`config.mk`:
```
export PLATFORM = sky130hd
export DESIGN_NAME = irq_ack_dispatch
export DESIGN_NICKNAME = d
export VERILOG_FILES = /design/src/rtl/irq_ack_dispatch_pkg.sv /design/src/rtl/irq_prio_enc.sv /design/src/rtl/irq_ack_dispatch.sv
export SDC_FILE = /design/constraint.sdc
export NUM_CORES = 1
export LEC_CHECK = 0
export ABC_AREA = 0
export CORE_AREA = 8 8 65 53
export DETAILED_ROUTE_END_ITERATION = 10
export DIE_AREA = 0 0 73 61
export GPL_TIMING_DRIVEN = 0
export PLACE_DENSITY_LB_ADDON = 0.3
export REMOVE_ABC_BUFFERS = 1
export SETUP_SLACK_MARGIN = 0.02
export SYNTH_ARGS = -nofsm -noshare
export SYNTH_HDL_FRONTEND = slang
export SYNTH_SLANG_ARGS = --single-unit
```
`constraint.sdc`:
```
create_clock -name clk -period 2.03 [get_ports clk]
set_input_delay 0.406 -clock clk [delete_from_list [all_inputs] [get_ports clk]]
set_output_delay 0.406 -clock clk [all_outputs]
set_load 0.02 [all_outputs]
```
`src/rtl/irq_ack_dispatch_pkg.sv`:
```
// Shared definitions for the KCPSM3 interrupt acknowledge dispatcher.
package irq_ack_dispatch_pkg;

    // vector value reported when no source was serviced (spurious acknowledge)
    localparam logic [2:0] VEC_NONE = 3'b111;

    // width of the acknowledge pulse counter
    localparam int CNT_W = 4;

    // dispatcher FSM states
    typedef enum logic {
        ST_IDLE = 1'b0,
        ST_ACK  = 1'b1
    } irq_state_e;

endpackage

```
`src/rtl/irq_prio_enc.sv`:
```
// Fixed-priority encoder: reports whether any request is set and the lowest set index.
import irq_ack_dispatch_pkg::*;

module irq_prio_enc #(
    parameter int NUM_SRC = 5
) (
    input  logic [NUM_SRC-1:0] req,
    output logic               found,
    output logic [2:0]         idx
);

    // scan from the highest index down so the lowest set index is the last one written
    always_comb begin
        found = 1'b0;
        idx   = VEC_NONE;
        for (int i = NUM_SRC - 1; i >= 0; i--) begin
            if (req[i]) begin
                found = 1'b1;
                idx   = 3'(i);
            end else begin
                found = found;
                idx   = idx;
            end
        end
    end

endmodule

```
`src/rtl/irq_ack_dispatch.sv`:
```
// Interrupt acknowledge dispatcher for the KCPSM3 core: captures per-source request
// edges, raises INTERRUPT, and on INTERRUPT_ACK sends one active-low ack pulse to the
// highest-priority (lowest index) enabled pending source.
import irq_ack_dispatch_pkg::*;

module irq_ack_dispatch #(
    parameter int NUM_SRC = 5,
    parameter int ACK_LEN = 2
) (
    input  logic               clk,
    input  logic               reset_n,
    input  logic [NUM_SRC-1:0] irq_n,
    input  logic [NUM_SRC-1:0] irq_en,
    output logic               interrupt,
    input  logic               interrupt_ack,
    output logic [NUM_SRC-1:0] ack_n,
    output logic [2:0]         vector,
    output logic               busy
);

    localparam logic [CNT_W-1:0] CNT_LOAD = CNT_W'(ACK_LEN - 1);
    localparam logic [CNT_W-1:0] CNT_ZERO = {CNT_W{1'b0}};
    localparam logic [CNT_W-1:0] CNT_ONE  = {{(CNT_W-1){1'b0}}, 1'b1};

    // one-hot mask selecting source idx
    function automatic logic [NUM_SRC-1:0] src_onehot(input logic [2:0] idx);
        logic [NUM_SRC-1:0] oh;
        for (int i = 0; i < NUM_SRC; i++) begin
            oh[i] = (idx == 3'(i));
        end
        return oh;
    endfunction

    irq_state_e         state_r, state_nxt_s;
    logic [NUM_SRC-1:0] irq_q_r;
    logic               armed_r;
    logic [NUM_SRC-1:0] pend_r, pend_nxt_s;
    logic [NUM_SRC-1:0] edge_s, clr_mask_s;
    logic [CNT_W-1:0]   cnt_r, cnt_nxt_s;
    logic               int_r, int_nxt_s;
    logic [NUM_SRC-1:0] ack_n_r, ack_n_nxt_s;
    logic [2:0]         vector_r, vector_nxt_s;
    logic               busy_r, busy_nxt_s;
    logic               found_s;
    logic [2:0]         win_idx_s;

    // Edge detect is suppressed for the first cycle out of reset so that a line
    // held low through reset is not mistaken for a new request.
    assign edge_s = irq_q_r & ~irq_n & {NUM_SRC{armed_r}};

    // a new request edge beats a clear of the same bit in the same cycle
    assign pend_nxt_s = (pend_r & ~clr_mask_s) | edge_s;

    irq_prio_enc #(
        .NUM_SRC (NUM_SRC)
    ) u_prio_enc (
        .req   (pend_r & irq_en),
        .found (found_s),
        .idx   (win_idx_s)
    );

    // input stage: request line history and post-reset arming flag
    always_ff @(posedge clk or negedge reset_n) begin
        if (!reset_n) begin
            irq_q_r <= {NUM_SRC{1'b1}};
            armed_r <= 1'b0;
        end else begin
            irq_q_r <= irq_n;
            armed_r <= 1'b1;
        end
    end

    // FSM next state, winner selection and next values of the output registers
    always_comb begin
        state_nxt_s  = state_r;
        clr_mask_s   = {NUM_SRC{1'b0}};
        cnt_nxt_s    = cnt_r;
        ack_n_nxt_s  = ack_n_r;
        vector_nxt_s = vector_r;
        busy_nxt_s   = busy_r;
        int_nxt_s    = 1'b0;
        case (state_r)
            ST_IDLE: begin
                int_nxt_s = |(pend_r & irq_en);
                if (interrupt_ack) begin
                    if (found_s) begin
                        clr_mask_s   = src_onehot(win_idx_s);
                        vector_nxt_s = win_idx_s;
                        ack_n_nxt_s  = ~src_onehot(win_idx_s);
                        cnt_nxt_s    = CNT_LOAD;
                        busy_nxt_s   = 1'b1;
                        int_nxt_s    = 1'b0;
                        state_nxt_s  = ST_ACK;
                    end else begin
                        vector_nxt_s = VEC_NONE;
                    end
                end else begin
                    state_nxt_s = ST_IDLE;
                end
            end
            ST_ACK: begin
                if (cnt_r == CNT_ZERO) begin
                    ack_n_nxt_s = {NUM_SRC{1'b1}};
                    busy_nxt_s  = 1'b0;
                    state_nxt_s = ST_IDLE;
                end else begin
                    cnt_nxt_s = cnt_r - CNT_ONE;
                end
            end
            default: begin
                ack_n_nxt_s = {NUM_SRC{1'b1}};
                busy_nxt_s  = 1'b0;
                state_nxt_s = ST_IDLE;
            end
        endcase
    end

    // state, pending, counter and output registers
    always_ff @(posedge clk or negedge reset_n) begin
        if (!reset_n) begin
            state_r  <= ST_IDLE;
            pend_r   <= {NUM_SRC{1'b0}};
            cnt_r    <= CNT_ZERO;
            int_r    <= 1'b0;
            ack_n_r  <= {NUM_SRC{1'b1}};
            vector_r <= VEC_NONE;
            busy_r   <= 1'b0;
        end else begin
            state_r  <= state_nxt_s;
            pend_r   <= pend_nxt_s;
            cnt_r    <= cnt_nxt_s;
            int_r    <= int_nxt_s;
            ack_n_r  <= ack_n_nxt_s;
            vector_r <= vector_nxt_s;
            busy_r   <= busy_nxt_s;
        end
    end

    assign interrupt = int_r;
    assign ack_n     = ack_n_r;
    assign vector    = vector_r;
    assign busy      = busy_r;

endmodule

```
-- Word-level counts from Yosys, hierarchy flattened
Cells that the tools add are included.
- register bits: 26
- output and inout port bits: 10
- multiplexer cells: 33
- $add $sub $neg: 1
- bitwise logic cells: 9
- reductions and logical operators: 6
- equal/unequal tests: 8
- operator list (operator ; count):
    $mux W5 ; 6
    $and A5 B5 Y5 ; 4
    $mux W3 ; 5
    $not A5 Y5 ; 3
    $mux W1 ; 14
    $mux W4 ; 3
    $pmux W5 S2 ; 1
    $pmux W4 S2 ; 1
    $eq A3 B2 Y1 const B ; 2
    $ne A2 B2 Y1 const B ; 3
    $reduce_and A3 Y1 ; 2
    $or A5 B5 Y5 ; 1
    $reduce_or A5 Y1 ; 1
    $logic_not A4 Y1 ; 1
    $pmux W1 S2 ; 2
    $sub A4 B1 Y4 const B ; 1
    $eq A3 B1 Y1 const B ; 1
    $eq A3 B3 Y1 const B ; 1
    $logic_not A3 Y1 ; 1
    $mux W2 ; 1
    $ne A2 B1 Y1 const B ; 1
    $reduce_and A2 Y1 ; 1
    $not A1 Y1 ; 1

-- Depth between registers and ports, before layout
- depth in word-level cells: 13
- mapped depth: 6

-- By module
From an unflattened synthesis, not the netlist that was laid out.
- cell total of the unflattened synthesis: 99
- area total of the unflattened synthesis: 1167.4 um^2
- modules (own cells, without submodules) (module ; cells each ; area an instance (um^2) ; instances):
    irq_ack_dispatch ; 92 ; 1118.6 ; 1
    irq_prio_enc ; 7 ; 48.8 ; 1

-- Worst setup path after synthesis
No wires, ideal clock.
- path type: register to register
- start point: register cnt_r[0]
- end point: register cnt_r[0]
- required time: 1.905 ns
- setup slack: 0.467 ns
- period minus slack after synthesis: 1.563 ns
- path buffers: 0
- arrival: 1.438 ns
- stages on the path, launching flop included: 7
- cell sequence: dfrtp_1 > inv_1 > ha_1 > or3b_4 > nand2_1 > nand2b_4 > mux2_4
- longest elaborated chain between the ends: 3
- elaborated cells between the ends (all ways): 6
- those cells by class: add/sub (1); eq/ne (1); mux (2); reduce/logical (2)
- RTL lines (what ; line ; text):
    from (decl) ; irq_ack_dispatch.sv:39 ; logic [CNT_W-1:0] cnt_r, cnt_nxt_s;
    from (signal assigned) ; irq_ack_dispatch.sv:131 ; cnt_r <= cnt_nxt_s;
    $sub A4 B1 Y4 or $logic_not A4 Y1 (tied branches) ; irq_ack_dispatch.sv:107, irq_ack_dispatch.sv:102 ;
    $mux W4 or $ne A2 B2 Y1 (tied branches) ; -- ;
    $pmux W4 S2 or $reduce_and A3 Y1 (tied branches) ; -- ;
Parallel ways exist; a longest one is shown, timed or not. The select of a mux whose other input is x is not followed.
A chain may end at the register's enable or synchronous reset.

-- Worst setup path after layout
- start point: register vector_r[0], in the netlist vector[0]
- end point: output port vector[0]
- RTL lines (what ; line ; text):
    from (decl) ; irq_ack_dispatch.sv:42 ; logic [2:0] vector_r, vector_nxt_s;
    from (signal assigned) ; irq_ack_dispatch.sv:134 ; vector_r <= vector_nxt_s;
    to (decl) ; irq_ack_dispatch.sv:17 ; output logic [2:0] vector,
No word-level cell between the ends.

==> impl_metrics.env <==
export IMPL_skew_ns=0.00253
export IMPL_synth_area_mux_share_pct=1.32
export IMPL_die_width_um=73
export IMPL_cts_htree_levels=1
export IMPL_yosysTopAreaCell="dfstp_2"
export IMPL_ctsResizeCount=0
export IMPL_die_area_um2=4450
export IMPL_worstPathCellList="clkdlybuf4s50_1"
export IMPL_critPathLaunchType="flop"
export IMPL_p_int_uw=1380
export IMPL_synth_warnings=0
export IMPL_slew_limit_headroom_pct=25.1
export IMPL_n_antenna_cell=0
export IMPL_finalPower_uw=2090
export IMPL_layout_common_cells="22 x clkdlybuf4s50_1, 14 x nand2_1, 13 x dfstp_2, 13 x dfrtp_1, 7 x inv_1"
export IMPL_num_rows=16
export IMPL_post_synth_xor_area_fraction_pct=0.770
export IMPL_endpoint_kind="output port"
export IMPL_syn_area_um2=1140
export IMPL_crit_slowest_cell="clkdlybuf4s50_1"
export IMPL_gr_total_overflow=0
export IMPL_power_leakage_uw=0.000603
export IMPL_regArea_um2=667
export IMPL_fin_crit_sh_pct=92.9
export IMPL_max_cap_viol_count=0
export IMPL_timing_fmax_ghz=0.530
export IMPL_p_comb_share_pct=40.9
export IMPL_grt_pass1_wl_um=3770
export IMPL_drive_gt1_share_pct=22.9
export IMPL_layout_commonest_cell="clkdlybuf4s50_1"
export IMPL_pwr_share_seq_pct=42.2
export IMPL_grtUsageTotal_pct=10.8
export IMPL_cts_tree="yes"
export IMPL_fin_crit_ns=1.89
export IMPL_vias=773
export IMPL_synth_compound_area_share_pct=17.5
export IMPL_path_clk_slew_ns=0.13
export IMPL_finalSetupTns_ns=0
export IMPL_nNetsFinal=133
export IMPL_worst_slew_pin_slew_ns=1.12
export IMPL_grt_max_degree=27
export IMPL_cts_setup_buffers=0
export IMPL_worstPathRequired_ns=1.62
export IMPL_place_congestion=0.793
export IMPL_hold_viol=0
export IMPL_grt_antenna_before_repair=0
export IMPL_setup_viol_count_final=0
export IMPL_hold_path_class="flop to flop"
export IMPL_ys_types=34
export IMPL_ios=23
export IMPL_cts_buffers_inserted=3
export IMPL_synth_seq_cells=26
export IMPL_first_global_vias=819
export IMPL_multi_input_area_um2=433
export IMPL_synth_top_area_share_pct=30.0
export IMPL_drt_total_wl_um=2180
export IMPL_arrival_ns=1.48
export IMPL_synth_simple_area_share_pct=17.1
export IMPL_switching_power_uw=711
export IMPL_syn_area_per_cell_um2=12.2
export IMPL_first_pass_iters=4
export IMPL_syn_to_final_growth_pct=27.0
export IMPL_status="completed"
export IMPL_crit_buf_inv=1
export IMPL_post_dp_hpwl_um=1670
export IMPL_wl_per_cell_um=14.2
export IMPL_vdd_drop_max_mv=0.830
export IMPL_slew_violations=0
export IMPL_p_per_area_nw_per_um2=1450
export IMPL_clk_latency_ns=0.32
export IMPL_vias_per_cell=5.02
export IMPL_syn_inst=93
export IMPL_p_clk_share_pct=16.9
export IMPL_yosys_area_share_adder_pct=1.10
export IMPL_initial_core_util_pct=46.2
export IMPL_synth_area_leaders="dfstp_2 30%, dfrtp_1 29%, nand2_1 4.6%"
export IMPL_rsz0062_at_grt="false"
export IMPL_yosysSeqAreaShare_pct=58.6
export IMPL_synth_top_family_by_area="compound AO/OA/AOI/OAI gates"
export IMPL_critical_path_top_delay_family="buffers and inverters"
export IMPL_max_stage_delay_ns=0.60
export IMPL_ant_nets=0
export IMPL_drcViolationCount=0
export IMPL_drt_iter0_markers=37
export IMPL_clockRootBuffer="clkbuf_4"
export IMPL_clock_sinks=26
export IMPL_critical_path_max_fanout=2
export IMPL_port_buffers=22
export IMPL_core_area_um2=2460
export IMPL_switching_share_pct=34.1
export IMPL_worstSetupPathType="flop to output port"
export IMPL_die_h_um=61
export IMPL_fill_cells=227
export IMPL_cts_hold_buf=0
export IMPL_clock_path_buffers=2
-- stage by stage --
stage          cell area, um^2  worst slack, ns  utilization, %  std cells  hold slack, ns
2_1_floorplan             1130            0.467               -         92           0.110
3_3_place_gp              1390            0.126            56.5        150           0.446
3_5_place_dp              1390            0.118            56.5        150           0.445
4_1_cts                   1440            0.124            58.6        154           0.464
5_1_grt                   1440           0.0944            58.6        154           0.473
6_report                  1440            0.145            58.6        154           0.460
-- final timing paths --
kind                                start   endpoint  slack, ns  cells past startpoint
worst min register to register  vector[1]  vector[1]       0.46                      2
worst max register to register   cnt_r[0]   cnt_r[0]       0.36                      6
worst max-delay path            vector[0]  vector[0]       0.14                      1
max in group asynchronous         reset_n  pend_r[1]       0.70                      1
worst min-delay path            vector[1]  vector[1]       0.46                      2
min in group asynchronous         reset_n   cnt_r[0]       0.66                      1
-- power by group through the flow --
stage	logic (uW)	registers, uW	clock network (uW)
3_3_place_gp	840	887	0
2_1_floorplan	467	975	0
6_report	855	881	352
3_5_place_dp	868	892	0
5_1_grt	943	910	378
4_1_cts	870	883	361
-- layout make-up --
type,instances,share of cell area [%]
Sequential cell,26,46.2
Multi-Input combinational cell,59,30.0
Timing Repair Buffer,22,15.3
Tap cell,36,3.12
Clock inverter,1,2.08
Inverter,7,1.82
Clock buffer,3,1.56
-- cell usage after synthesis --
master	number
mux2_4	1
and4b_1	1
nor3_1	2
o2bb2ai_1	1
a32o_1	3
o22ai_1	1
a22oi_2	1
a22o_1	1
a21oi_4	1
or2_4	1
nand3b_1	1
o32a_1	1
and2_1	1
o21ai_0	3
o22a_1	2
nand2_1	14
nand2b_4	3
nor2_1	2
xor2_1	1
dfstp_2	13
ha_1	1
inv_1	7
o21a_1	2
a211o_1	1
nand2_2	1
or3b_4	1
a41oi_4	1
buf_6	1
a21oi_1	3
nand4_1	2
a21o_1	1
nand3_1	4
conb_1	1
dfrtp_1	13
-- cells by family after synthesis --
family,count (synthesis)
flip-flops,26
AO/OA/AOI/OAI,22
XOR/XNOR,1
other,1
AND/OR/NAND/NOR,33
buffers and inverters,8
multiplexers,1
adder cells (fa/ha/maj),1
-- flip-flops by register name (all words and copies together) (netlist names) --
register and count:
pend_r 5, armed_r 1, busy 1, vector 3
irq_q_r 5, cnt_r 4, state_r 1, interrupt 1
ack_n 5
-- metal layers --
metal / wire [um] / vias up / track usage [%]
li1: - / 380 / -
met1: 1030 / 375 / 13.4
met2: 990 / 16 / 17.2
met3: 154 / 2 / 5.28
met4: 5 / 0 / 0.852
met5: 0 / - / 0
No activity file was read; power rests on OpenSTA's default activity.
